<file path="src/rtl/decoder2to4_selftest.sv">
// ----------------------------------------------------------------------------
// decoder2to4_selftest
//
// Sequential stimulus generator and response checker for three 2-to-4
// decoder implementations (behavioural, structural, dataflow) that share one
// registered select pair. A run walks sel = {Sel1,Sel0} through 0..3. Each
// select value is held for PRESCALE settle cycles plus one CHECK cycle. In
// CHECK all twelve decoder outputs are compared against the one-hot code for
// sel.
//
// Handshake: start is a plain request level with no ready/ack. It is sampled
// only in IDLE, and one sampled high starts a run. A start seen while busy or
// in DONE is dropped, not queued. Completion is reported by a single-cycle
// done pulse. pass/err_cnt/first_* are valid from done until the next
// accepted start.
//
// Parameters
//   PRESCALE  settle cycles per select value (1..255)
//   ERR_W     width of err_cnt; the counter saturates at 2^ERR_W-1
//
// Ports
//   clk, rst_n       clock (rising edge), async active-low reset
//   start            run request, sampled only in IDLE
//   Sel0, Sel1       registered select to the decoders
//   bh_Y0..3         behavioural decoder outputs
//   st_Y0..3         structural decoder outputs
//   df_Y0..3         dataflow decoder outputs
//   busy             high from the cycle after start is accepted until done
//   done             one-cycle pulse at the end of a run
//   pass             err_cnt==0, valid from done until next start
//   err_cnt          number of failing (implementation, vector) pairs
//   first_sel        select value of the first failing vector
//   first_mask       implementations failing on that vector, [2]=bh [1]=st [0]=df
//   dbg_state_o      current FSM state (IDLE=0 SETTLE=1 CHECK=2 DONE=3)
// ----------------------------------------------------------------------------
module decoder2to4_selftest #(
  parameter int PRESCALE = 4,
  parameter int ERR_W    = 8
) (
  input  logic             clk,
  input  logic             rst_n,
  input  logic             start,
  output logic             Sel0,
  output logic             Sel1,
  input  logic             bh_Y0,
  input  logic             bh_Y1,
  input  logic             bh_Y2,
  input  logic             bh_Y3,
  input  logic             st_Y0,
  input  logic             st_Y1,
  input  logic             st_Y2,
  input  logic             st_Y3,
  input  logic             df_Y0,
  input  logic             df_Y1,
  input  logic             df_Y2,
  input  logic             df_Y3,
  output logic             busy,
  output logic             done,
  output logic             pass,
  output logic [ERR_W-1:0] err_cnt,
  output logic [1:0]       first_sel,
  output logic [2:0]       first_mask,
  output logic [1:0]       dbg_state_o
);

  typedef enum logic [1:0] {
    ST_IDLE   = 2'd0,
    ST_SETTLE = 2'd1,
    ST_CHECK  = 2'd2,
    ST_DONE   = 2'd3
  } state_e;

  // Sum width leaves headroom for adding up to three errors before clamping.
  localparam int             SUM_W    = ERR_W + 2;
  localparam logic [ERR_W-1:0] ERR_MAX = '1;
  localparam logic [7:0]     CNT_LAST = 8'(PRESCALE - 1);

  state_e             state_q;
  logic [1:0]         sel_q;
  logic [7:0]         cnt_q;
  logic               busy_q;
  logic               done_q;
  logic               pass_q;
  logic [ERR_W-1:0]   err_q;
  logic [1:0]         fsel_q;
  logic [2:0]         fmask_q;

  // Response evaluation, only consumed while in CHECK.
  logic [3:0]         exp_y;
  logic [3:0]         bh_y;
  logic [3:0]         st_y;
  logic [3:0]         df_y;
  logic [2:0]         mask_d;
  logic [SUM_W-1:0]   err_sum;
  logic [ERR_W-1:0]   err_d;

  always_comb begin
    exp_y   = 4'b0001 << sel_q;
    bh_y    = {bh_Y3, bh_Y2, bh_Y1, bh_Y0};
    st_y    = {st_Y3, st_Y2, st_Y1, st_Y0};
    df_y    = {df_Y3, df_Y2, df_Y1, df_Y0};
    mask_d  = {(bh_y != exp_y), (st_y != exp_y), (df_y != exp_y)};
    err_sum = SUM_W'(err_q) + SUM_W'(mask_d[2]) + SUM_W'(mask_d[1])
            + SUM_W'(mask_d[0]);
    // Clamp instead of wrapping so a badly broken DUT never reads as clean.
    if (err_sum > SUM_W'(ERR_MAX)) begin
      err_d = ERR_MAX;
    end else begin
      err_d = err_sum[ERR_W-1:0];
    end
  end

  always_ff @(posedge clk or negedge rst_n) begin
    if (!rst_n) begin
      state_q <= ST_IDLE;
      sel_q   <= 2'd0;
      cnt_q   <= 8'd0;
      busy_q  <= 1'b0;
      done_q  <= 1'b0;
      pass_q  <= 1'b0;
      err_q   <= '0;
      fsel_q  <= 2'd0;
      fmask_q <= 3'd0;
    end else begin
      done_q <= 1'b0;
      case (state_q)
        ST_IDLE: begin
          sel_q <= 2'd0;
          if (start) begin
            state_q <= ST_SETTLE;
            busy_q  <= 1'b1;
            cnt_q   <= 8'd0;
            err_q   <= '0;
            pass_q  <= 1'b0;
            fsel_q  <= 2'd0;
            fmask_q <= 3'd0;
          end
        end

        ST_SETTLE: begin
          cnt_q <= cnt_q + 8'd1;
          if (cnt_q == CNT_LAST) begin
            state_q <= ST_CHECK;
          end
        end

        ST_CHECK: begin
          err_q <= err_d;
          // Only the first failing vector is recorded; later ones just count.
          if ((mask_d != 3'd0) && (fmask_q == 3'd0)) begin
            fsel_q  <= sel_q;
            fmask_q <= mask_d;
          end
          if (sel_q == 2'd3) begin
            state_q <= ST_DONE;
            done_q  <= 1'b1;
            busy_q  <= 1'b0;
            pass_q  <= (err_d == '0);
          end else begin
            sel_q   <= sel_q + 2'd1;
            cnt_q   <= 8'd0;
            state_q <= ST_SETTLE;
          end
        end

        ST_DONE: begin
          state_q <= ST_IDLE;
          sel_q   <= 2'd0;
        end

        default: begin
          state_q <= ST_IDLE;
        end
      endcase
    end
  end

  assign Sel0        = sel_q[0];
  assign Sel1        = sel_q[1];
  assign busy        = busy_q;
  assign done        = done_q;
  assign pass        = pass_q;
  assign err_cnt     = err_q;
  assign first_sel   = fsel_q;
  assign first_mask  = fmask_q;
  assign dbg_state_o = state_q;

endmodule

</file>
<file path="config.mk">
export PLATFORM = sky130hd
export DESIGN_NAME = decoder2to4_selftest
export DESIGN_NICKNAME = d
export VERILOG_FILES = /design/src/rtl/decoder2to4_selftest.sv
export SDC_FILE = /design/constraint.sdc
export NUM_CORES = 1
export LEC_CHECK = 0
export CAP_MARGIN = 20
export CELL_PAD_IN_SITES_DETAIL_PLACEMENT = 2
export CELL_PAD_IN_SITES_GLOBAL_PLACEMENT = 2
export CORE_AREA = 2 2 78 80
export DETAILED_ROUTE_END_ITERATION = 8
export DIE_AREA = 0 0 80 82
export PLACE_DENSITY_LB_ADDON = 0.3
export SYNTH_ARGS = -nofsm -noshare
export SYNTH_HDL_FRONTEND = slang
export SYNTH_SLANG_ARGS = --single-unit
</file>
<file path="constraint.sdc">
create_clock -name clk -period 5.62 [get_ports clk]
set_input_delay 1.124 -clock clk [delete_from_list [all_inputs] [get_ports clk]]
set_output_delay 1.124 -clock clk [all_outputs]
set_load 0.01 [all_outputs]
</file>
==> results.tsv <==
metric	value	unit
status	finished clean	
hold_sp	cnt_q[0]$_DFFE_PN0P_	
FF-to-FF Start	sel_q[1]$_DFFE_PN0P_	
final slew viol count	0	
P&R area growth vs syn	24.9	%
WHS	0.515	ns
first-pass GRT wire length	8510	um
Die Span Y	82	um
Crit path required time	5.85	ns
Post-synth top flop	dfrtp_1	
final worst setup slack	1.38	ns
Root Driver	clkbuf_8	
cts hold-fix bufs	0	
pre-CTS setup slack	1.03	ns
clk_skew	0.00602	ns
initial antenna violation count	0	
Util after Layout	0.409	
#FFs+latches synth	28	
setup TNS	0	ns
asr flop ratio synth	1.00	
FF-to-FF setup slack	1.77	ns
DP Wirelength	3860	um
share of cells above drive strength 1	0.0739	
number of synthesis warnings	0	
Max IR drop VDD	163	uV
worst-path maximum fanout	6	
Max stage delay on crit path	0.50	ns
Antenna Nets Post-Route	0	
Total Wirelength	5070	um
synthesized cell area	1880	um2
Tmin final	4.24	ns
Syn Area/Cell	9.51	um2
Tcrit/Tclk final	0.754	
RD Place Congestion	0.743	
Setup violations, final	0	
Die ar.	6560	um2
core region area	5750	um2
family with the most delay on the worst path	adder cells	
Max clock buf depth	2	
sequential share of the synthesized area	0.372	
worst hold path class	reg -> reg	
Placed Area	2280	um2
clk slew on worst S/H paths	0.10	ns
Post-synth EDFFs	0	
WHS Path Cells	1	
# DRC	0	
CTS tree	yes	
worst reg2reg path depth	12	
H-tree Lvls	1	
crit path kind	in -> reg	
critical path depth	12	
Post-Place Cells	301	
DRT iter0 DRCs	51	
ANT cells	0	
final hold violation count	0	
# IOs	35	
grt total ovfl	0	
CP Launch Type	primary input	
WP data arrival	4.46	ns
overall power	1.02	mW
CP cell instances	clkdlybuf4s50_1, xor2_1, nor4_2, fa_1, inv_1, ha_1, inv_1, fa_1, and4b_1, nand4_1, o21ai_0, a22o_1	
largest net degree at the start of global routing	29	
CP max-delay cell	fa_1	
# resized after CTS	0	
Synth Instances	198	
nets	260	
Worst Tran Pin Value	0.923	ns
row count	28	
fmax	236	MHz
slew margin rel.	0.382	
unrepaired setup endpoints after global routing	false	
Power Dens Cells	435	nW/um2
# Max-Cap Violations	0	
DR pass1 iterations	4	
Total GRT Usage	0.169	
Vias	1609	
Design Area, Final	2350	um2
die width	80	um
Net Count, Synth	227	
Final Non-Filler Cells	305	
vias in the first global route	1729	
I/O Buffers	34	
number of vias per cell	5.28	
critical path endpoint category	register	
LEAKAGE	1.02	nW
DR WL/cell	16.6	um
postcts setup bufs	0	
fill count	636	
Num CTS Buffers	3	
Crit Reg-Reg Endpoint	err_cnt[4]$_DFFE_PN0P_	
initial core utilization	0.328	
post-synthesis cell type count	46	
Buf+Inv Stages, Crit Path	3	
Worst Hold Endpoint	cnt_q[0]$_DFFE_PN0P_	
Clk Latency, worst-skew pair	0.28	ns
clk sinks	28	
cell type report:
cell class	instances	area, um2	area share
Multi-Input combinational cell	148	1090	0.464
Sequential cell	28	701	0.298
Timing Repair Buffer	34	335	0.143
Tap cell	75	93.8	0.0399
Inverter	16	60.1	0.0255
Clock buffer	3	41.3	0.0176
Clock inverter	1	30.0	0.0128
worst max-delay path by stage:
stage          startpoint                     end  slack [ns]
2_1_floorplan       df_Y3        pass$_DFFE_PN0P_        1.78
3_3_place_gp        df_Y3  err_cnt[5]$_DFFE_PN0P_        1.15
3_5_place_dp        df_Y3  err_cnt[4]$_DFFE_PN0P_        1.03
4_1_cts             df_Y3  err_cnt[4]$_DFFE_PN0P_        1.34
5_1_grt             df_Y3  err_cnt[3]$_DFFE_PN0P_        1.02
6_report            df_Y3  err_cnt[4]$_DFFE_PN0P_        1.38
flip-flops by register name, summed over array words and instances, names as in the netlist:
signal,flops
err_cnt,8
sel_q,2
first_mask,3
busy,1
dbg_state_o,2
cnt_q,8
first_sel,2
pass,1
done,1
power breakdown:
part	internal (mW)	leakage, nW	switching, mW
combinational	0.254	0.619	0.306
clock	0.0955	0.0357	0.0666
sequential	0.246	0.370	0.0544
logic make-up (layout without fill, tap and decap cells):
family | Yosys count | in the layout | synth area share
AOI/OAI and AO/OA | 62 | 62 | 0.223
and+or+nand+nor | 55 | 55 | 0.173
DFF | 28 | 28 | 0.372
adders and majority gates | 14 | 14 | 0.101
xor gates and xnor gates | 13 | 13 | 0.0605
muxes | 4 | 4 | 0.0213
buffers and inverters | 22 | 54 | 0.0485
layout by cell type, fill, tap and decap left out, types with 3 or more instances in the layout:
master and instances:
clkdlybuf4s50_1 33, dfrtp_1 28, a21o_1 5, nand2b_1 5, xor2_1 12, inv_1 15
o21bai_1 3, a21oi_1 8, o21ai_0 17, mux2i_1 4, nand2_1 14, nor2b_1 4
nand4_1 4, nor2_1 7, nor4_2 3, ha_1 12, clkbuf_8 3, a31oi_1 6
nand3_1 5, a22o_1 10
routing by layer:
layer,track usage,wire length [um],vias to the layer above
li1,-,-,777
met1,0.206,2230,800
met2,0.309,2630,27
met3,0.0275,153,5
met4,0.0458,55,0
met5,0,0,-
cells in the mapped netlist, types with 2 or more instances:
master	n	area share
a21o_1	5	0.020
a21oi_1	8	0.021
a22o_1	10	0.047
a31o_2	2	0.0093
a31oi_1	6	0.020
a41oi_1	2	0.0093
clkbuf_1	4	0.0080
dfrtp_1	28	0.37
fa_1	2	0.021
ha_1	12	0.080
inv_1	15	0.030
mux2i_1	4	0.021
nand2_1	14	0.028
nand2b_1	5	0.017
nand3_1	5	0.013
nand4_1	4	0.013
nor2_1	7	0.014
nor2b_1	4	0.013
nor4_1	2	0.0066
nor4_2	3	0.020
o21ai_0	17	0.045
o21bai_1	3	0.012
o31ai_1	2	0.0080
xor2_1	12	0.056
Power figures use the tool's default switching activity.
